`src/rtl/full_handshake_tx_fifo.sv`:
```
// Buffered four-phase (req/ack) CDC sender: a DEPTH-entry FIFO drained one word per handshake.
// Optional sticky handshake timeout is built only when HS_TX_TIMEOUT_EN is defined.
module full_handshake_tx_fifo #(
  parameter int DW             = 32,
  parameter int DEPTH          = 4,
  parameter int SYNC_STAGES    = 2,
  parameter int TIMEOUT_CYCLES = 1024
) (
  input  logic                       clk_i,
  input  logic                       rst_i,
  input  logic                       ack_i,
  input  logic                       req_i,
  input  logic [DW-1:0]              req_data_i,
  output logic                       ready_o,
  output logic [$clog2(DEPTH+1)-1:0] level_o,
  output logic                       idle_o,
  output logic                       req_o,
  output logic [DW-1:0]              req_data_o,
  output logic                       timeout_o
);

  localparam int AW = $clog2(DEPTH);
  localparam int LW = $clog2(DEPTH+1);
  localparam logic [LW-1:0] FULL_LEVEL = LW'(DEPTH);

  if (DEPTH < 2 || (DEPTH & (DEPTH - 1)) != 0) begin : gBadDepth
    $error("DEPTH must be a power of two and at least 2");
  end
  if (SYNC_STAGES < 2) begin : gBadSync
    $error("SYNC_STAGES must be at least 2");
  end
  if (TIMEOUT_CYCLES < 2) begin : gBadTimeout
    $error("TIMEOUT_CYCLES must be at least 2");
  end

  typedef enum logic [2:0] {
    IDLE     = 3'b001,
    ASSERT   = 3'b010,
    DEASSERT = 3'b100
  } state_e;

  state_e                 state_q;
  logic                   req_q;
  logic [DW-1:0]          reqData_q;
  logic [SYNC_STAGES-1:0] ackSync_q;
  logic                   ackSynced;
  logic [DW-1:0]          mem_q [DEPTH];
  logic [AW-1:0]          wrPtr_q, wrPtr_d;
  logic [AW-1:0]          rdPtr_q, rdPtr_d;
  logic [LW-1:0]          level_q, level_d;
  logic                   push;
  logic                   pop;

  // ack_i is asynchronous to clk_i; only the last stage is ever looked at.
  always_ff @(posedge clk_i or posedge rst_i) begin
    if (rst_i) begin
      ackSync_q <= '0;
    end else begin
      ackSync_q <= {ackSync_q[SYNC_STAGES-2:0], ack_i};
    end
  end

  assign ackSynced = ackSync_q[SYNC_STAGES-1];

  assign push = req_i && ready_o;
  assign pop  = (state_q == IDLE) && (level_q != '0) && !ackSynced;

  always_comb begin
    wrPtr_d = wrPtr_q;
    rdPtr_d = rdPtr_q;
    level_d = level_q;
    if (push) begin
      wrPtr_d = wrPtr_q + AW'(1);
    end
    if (pop) begin
      rdPtr_d = rdPtr_q + AW'(1);
    end
    case ({push, pop})
      2'b10:   level_d = level_q + LW'(1);
      2'b01:   level_d = level_q - LW'(1);
      default: level_d = level_q;
    endcase
  end

  always_ff @(posedge clk_i or posedge rst_i) begin
    if (rst_i) begin
      wrPtr_q <= '0;
      rdPtr_q <= '0;
      level_q <= '0;
    end else begin
      wrPtr_q <= wrPtr_d;
      rdPtr_q <= rdPtr_d;
      level_q <= level_d;
    end
  end

  // Storage needs no reset: an entry is only read after it has been written.
  always_ff @(posedge clk_i) begin
    if (push) begin
      mem_q[wrPtr_q] <= req_data_i;
    end
  end

  always_ff @(posedge clk_i or posedge rst_i) begin
    if (rst_i) begin
      state_q   <= IDLE;
      req_q     <= 1'b0;
      reqData_q <= '0;
    end else begin
      case (state_q)
        IDLE: begin
          if (pop) begin
            req_q     <= 1'b1;
            reqData_q <= mem_q[rdPtr_q];
            state_q   <= ASSERT;
          end
        end
        ASSERT: begin
          if (ackSynced) begin
            req_q     <= 1'b0;
            reqData_q <= '0;
            state_q   <= DEASSERT;
          end
        end
        DEASSERT: begin
          if (!ackSynced) begin
            state_q <= IDLE;
          end
        end
        default: begin
          req_q     <= 1'b0;
          reqData_q <= '0;
          state_q   <= IDLE;
        end
      endcase
    end
  end

  assign req_o      = req_q;
  assign req_data_o = reqData_q;
  assign level_o    = level_q;
  assign ready_o    = level_q < FULL_LEVEL;
  assign idle_o     = (level_q == '0) && (state_q == IDLE) && !ackSynced;

`ifdef HS_TX_TIMEOUT_EN
  localparam int TW = $clog2(TIMEOUT_CYCLES+1);
  localparam logic [TW-1:0] TIMEOUT_LIMIT = TW'(TIMEOUT_CYCLES);

  logic [TW-1:0] toCount_q, toCount_d;
  logic          timeout_q;

  // Saturating count of cycles spent outside IDLE; the handshake itself is never aborted.
  always_comb begin
    toCount_d = toCount_q;
    if (state_q == IDLE) begin
      toCount_d = '0;
    end else if (toCount_q != TIMEOUT_LIMIT) begin
      toCount_d = toCount_q + TW'(1);
    end
  end

  always_ff @(posedge clk_i or posedge rst_i) begin
    if (rst_i) begin
      toCount_q <= '0;
      timeout_q <= 1'b0;
    end else begin
      toCount_q <= toCount_d;
      if (toCount_d == TIMEOUT_LIMIT) begin
        timeout_q <= 1'b1;
      end
    end
  end

  assign timeout_o = timeout_q;
`else
  assign timeout_o = 1'b0;
`endif

endmodule

```
`config.mk`:
```
export PLATFORM = sky130hd
export DESIGN_NAME = full_handshake_tx_fifo
export DESIGN_NICKNAME = d
export VERILOG_FILES = /design/src/rtl/full_handshake_tx_fifo.sv
export SDC_FILE = /design/constraint.sdc
export NUM_CORES = 1
export LEC_CHECK = 0
export BUFFER_PORTS_ARGS = -buffer_cell sky130_fd_sc_hd__buf_2
export CORE_MARGIN = 4
export CORE_UTILIZATION = 65
export CTS_BUF_LIST = sky130_fd_sc_hd__clkbuf_8
export DETAILED_ROUTE_END_ITERATION = 10
export GPL_TIMING_DRIVEN = 1
export PLACE_DENSITY = 0.87
export SKIP_CTS_REPAIR_TIMING = 1
export SLEW_MARGIN = 20
export SYNTH_ARGS = -nofsm -noshare
export SYNTH_HDL_FRONTEND = slang
export SYNTH_SLANG_ARGS = --single-unit
```
`constraint.sdc`:
```
create_clock -name clk_i -period 3.8 [get_ports clk_i]
set_input_delay 0.76 -clock clk_i [delete_from_list [all_inputs] [get_ports clk_i]]
set_output_delay 0.76 -clock clk_i [all_outputs]
set_load 0.02 [all_outputs]
```
* Word level (Yosys, flattened, before mapping) *
Memory sizes are Yosys's and may differ from the RTL's.
Index checks and enable logic that the tools add are counted.

operators by class
  $add $sub $neg = 4
  order comparisons = 1
  equal/unequal tests = 8
  multiplexer cells = 13
  bitwise gates (word level) = 1
  reduce and logical (&&, ||, !) cells = 11

operators by type and width
  cell                                                                    count
  32-bit one-hot mux with 3 select lines                                  1
  32-bit 2-to-1 mux                                                       2
  3-bit 2-to-1 mux                                                        3
  3-bit one-hot mux with 3 select lines                                   1
  2-bit != test (second input constant)                                   3
  3-bit one-hot mux with 2 select lines                                   1
  3-bit AND reduction                                                     2
  1-bit logical AND                                                       5
  2-bit by 1-bit adder with 2-bit output (second input constant)          2
  1-bit 2-to-1 mux                                                        4
  3-bit by 1-bit adder with 3-bit output (second input constant)          1
  3-bit by 1-bit equality test with 1-bit output (second input constant)  1
  3-bit by 2-bit equality test with 1-bit output (second input constant)  1
  3-bit equality test (second input constant)                             1
  3-bit zero test                                                         1
  3-bit less-than comparator (second input constant)                      1
  1-bit one-hot mux with 3 select lines                                   1
  3-bit nonzero test                                                      1
  3-bit by 1-bit subtractor with 3-bit output (second input constant)     1
  2-bit by 1-bit equality test with 1-bit output (second input constant)  1
  2-bit equality test (second input constant)                             1
  2-bit nonzero test                                                      1
  1-bit zero test                                                         1
  1-bit inverter                                                          1

storage, ports and cells
  register bits after elaboration = 45
  memory bits (writable) = 128
  input port bits = 36
  output and inout port bits = 39
  logic and storage cells = 46
  memories kept = 1

memory list
  memory  words  width  read ports  clocked after memory_dff  write ports  line  text
  mem_q   4      32     1           0                         1            47    logic [DW-1:0] mem_q [DEPTH];

* Depth between registers and ports, before layout *
  word-level depth = 5
  mapped depth = 11
  depth with buffers taken out = 9

* Worst setup path before layout *
No wires, ideal clock.

  path kind = register to output
  from = register level_q[1], in the netlist level_o[1]
  to = output idle_o
  data arrival time = 1.833 ns
  data required time = 3.040 ns
  setup slack = 1.207 ns
  stages on the path, launching flop included = 5
  buffers on the path = 2
  cells stage by stage = dfrtp_1 > or3_1 > buf_6 > buf_2 > nor4_1

between the ends
  longest elaborated chain between the ends = 3

RTL lines
  item                            line  text
  start, declared                 50    logic [LW-1:0] level_q, level_d;
  start signal, assigned          93    level_q <= level_d;
  3-bit zero test                 143   assign idle_o = (level_q == '0) && (state_q == IDLE) && !ackSynced;
  1-bit logical AND (2 in a row)  143
  end, declared                   16    output logic idle_o,

No other way between the ends.

* Worst setup path in the final report *
Same ends and word-level chain as after synthesis.

==> reports/metrics.yaml <==
status: "complete, no violations"
vias: 4261
grt_max_degree: 68
ys_warn_count: 0
first_pass_iters: 4
p_sw_w: 0.00200
synthTopCellsByCount: "128 x edfxtp_1, 44 x dfrtp_1, 35 x nand2_1, 35 x nor2b_1, 33 x nand4_1"
start_util_pct: 67.4
yosysMostFrequentCell: "edfxtp_1"
crit_slowest_cell: "or3_1"
clock_sinks: 173
cts_max_level: 4
required_ns: 3.04
ys_ff_latch: 173
wl_per_cell_um: 21.4
endpoint_kind: "output port"
numCtsBuffers: 17
worstPathArrival_ns: 2.10
p_clk_share_pct: 18.6
p_int_w: 0.00366
dp_hpwl_mm: 9.04
setup_violations: 0
drv_cap: 0
grt_pass1_wl_mm: 23.1
reg2reg_depth: 10
grt_pass1_vias: 4257
fmax_ghz: 0.350
die_area_um2: 13200
hold_violations: 0
slowest_delay_ns: 0.61
grt_setup_unrepaired: "no"
hold-worst-slack_ns: 0.365
grt.overflow.total: 0
final_net_count: 561
cts_tree: "yes"
max_slew_margin_pct: 34.0
die_w_um: 115
final_cells: 672
antenna_left: 0
hp-class: "reg2reg"
portBuffers: 73
antenna_cells: 0
syn_avg_cell_area_um2: 16.3
dp.cells: 639
worst_pin_slew_ns: 0.989
synth_area_um2: 7430
fill_cells: 656
die_h_um: 115
p_per_area_nw_per_um2: 692
period_share_pct: 75.2
cp_cell_sequence: "or3_1 > nor4_1 > buf_2"
async_flop_share_pct: 26.0
synthTopCellsByArea: "edfxtp_1 52%, dfrtp_1 15%, mux4_2 9.7%, o211ai_2 5.1%, a22oi_1 3.2%"
post-route-drc-count: 0
p_leak_nw: 3.10
insertion_delay_ns: 0.44
startpoint_type: "flop"
clockRootBuffer: "clkbuf_8"
combPwrFrac_pct: 33.9
clkTransAtPathRegs_ns: 0.08
syn_inst: 456
p_sw_share_pct: 35.3
hold_path_end: "ackSync_q[1]$_DFF_PP0_"
power.total_w: 0.00566
period_needed_ns: 2.86
synth_seq_area_share_pct: 66.9
vdd_ir_drop_max_mv: 0.554
ys_types: 34
fin_skew_ns: 0.00631
syn_to_final_growth_pct: 10.2
globalplace.congestion: 0.745
p_seq_share_pct: 47.5
rr_startpoint: "level_o[0]$_DFFE_PP0P_"
hp-start: "ackSync_q[0]$_DFF_PP0_"
reg2reg_setup_slack_ns: 1.29
crit_fanout: 13
clock_tree.buffer_depth: 2
synth-edff-count: 128
synth.net_count: 498
core-area_um2: 11000
utilization_pct: 74.2
grtUsageTotal_pct: 23.3
timing.rr.end: "level_o[2]$_DFFE_PP0P_"
ys_dominant_reg_cell: "edfxtp_1"
synth_top_area_cell: "edfxtp_1"
avgViaCountPerCell: 6.34
synth_top_area_share_pct: 51.7
drt_wl_total_mm: 14.4
antenna_found_initial: 0
path_class: "reg2out"
slew_viol_final: 0
critPathLaunch: "level_o[1]$_DFFE_PP0P_"
layout-drive-gt1-share_pct: 34.2
hold_depth: 0
rows: 38
ios: 75
drtIter0Drc: 426
finalSetupTns_ns: 0
-- state kept, by name (all words and copies together), names as in the netlist --
| signal | count |
|---|---|
| state_q | 3 |
| wrPtr_q | 2 |
| req_o | 1 |
| ackSync_q | 2 |
| mem_q | 128 |
| req_data_o | 32 |
| level_o | 3 |
| rdPtr_q | 2 |
-- per-layer routing --
layer  global-route usage, %  routed length [um]  up-vias
met3                    5.68                 954       20
met1                    33.4                5790     2172
met4                    7.90                 251        0
li1                        -                   -     1903
met2                    35.8                7390      166
met5                       0                   0        -
-- layout make-up --
type                       count  area [um2]  share of cell area (%)
clock buffer                  17         234                    2.86
inverter                       9        33.8                   0.413
tap                          140         175                    2.14
sequential                   173        4970                    60.7
multi-input combinational    235        2240                    27.3
timing repair buffer          83         453                    5.53
clock inverter                15        82.6                    1.01
-- placed cells by master, fill, tap and decap left out, drive strengths merged, types with 2 or more instances in the layout --
cell type  netlist  final
a22oi           32     32
and2             4      4
buf             24     83
clkbuf          15     17
clkinv           0     13
clkinvlp         0      2
dfrtp           44     44
edfxtp         128    128
ha               5      5
inv              9      9
mux4            32     32
nand2           35     35
nand2b           2      2
nand3            2      2
nand4           33     33
nor2             3      3
nor2b           36     36
nor3b            3      3
o211ai          32     32
o21ai            2      2
xnor2            6      6
-- how the worst max path moves through the flow --
stage,endpoint,slack [ns]
floorplan,idle_o,1.21
global placement,mem_q[1][24]$_DFFE_PP_,1.37
detailed placement,mem_q[0][23]$_DFFE_PP_,1.28
CTS,idle_o,0.94
global route,idle_o,0.89
finish,idle_o,0.94
-- worst max-delay path, delay by kind of cell, from the launching register on --
family                 cells  cell delay, ns
flip-flops                 1            0.40
AND/OR/NAND/NOR            2            1.02
buffers and inverters      1            0.24
-- metrics by stage --
step	setup WS [ns]	area, um2
final	0.943	8190
after global routing	0.887	8190
after CTS	0.937	8170
after detailed placement	1.28	7850
after global placement	1.37	7850
after floorplan	1.21	7430
-- cells by family (layout without fill, tap and decap cells) --
logic type                 Yosys count  count (layout)  share of synthesized area [%]
buffers and inverters               48             124                           3.37
other                                1               1                         0.0505
muxes                               33              33                           9.83
AOI/OAI and AO/OA                   68              68                           8.82
adders and majority gates            6               6                           1.11
and+or+nand+nor                    120             120                           9.08
DFF                                173             173                           66.9
xor gates and xnor gates             7               7                          0.825
-- power by group through the flow --
stage	registers (W)	clock network (W)	logic (W)
CTS	0.00270	0.00107	0.00192
global placement	0.00271	0	0.00186
global route	0.00274	0.00116	0.00207
finish	0.00269	0.00105	0.00192
floorplan	0.00271	0	0.00144
detailed placement	0.00274	0	0.00192
(Power assumes the default switching activity.)
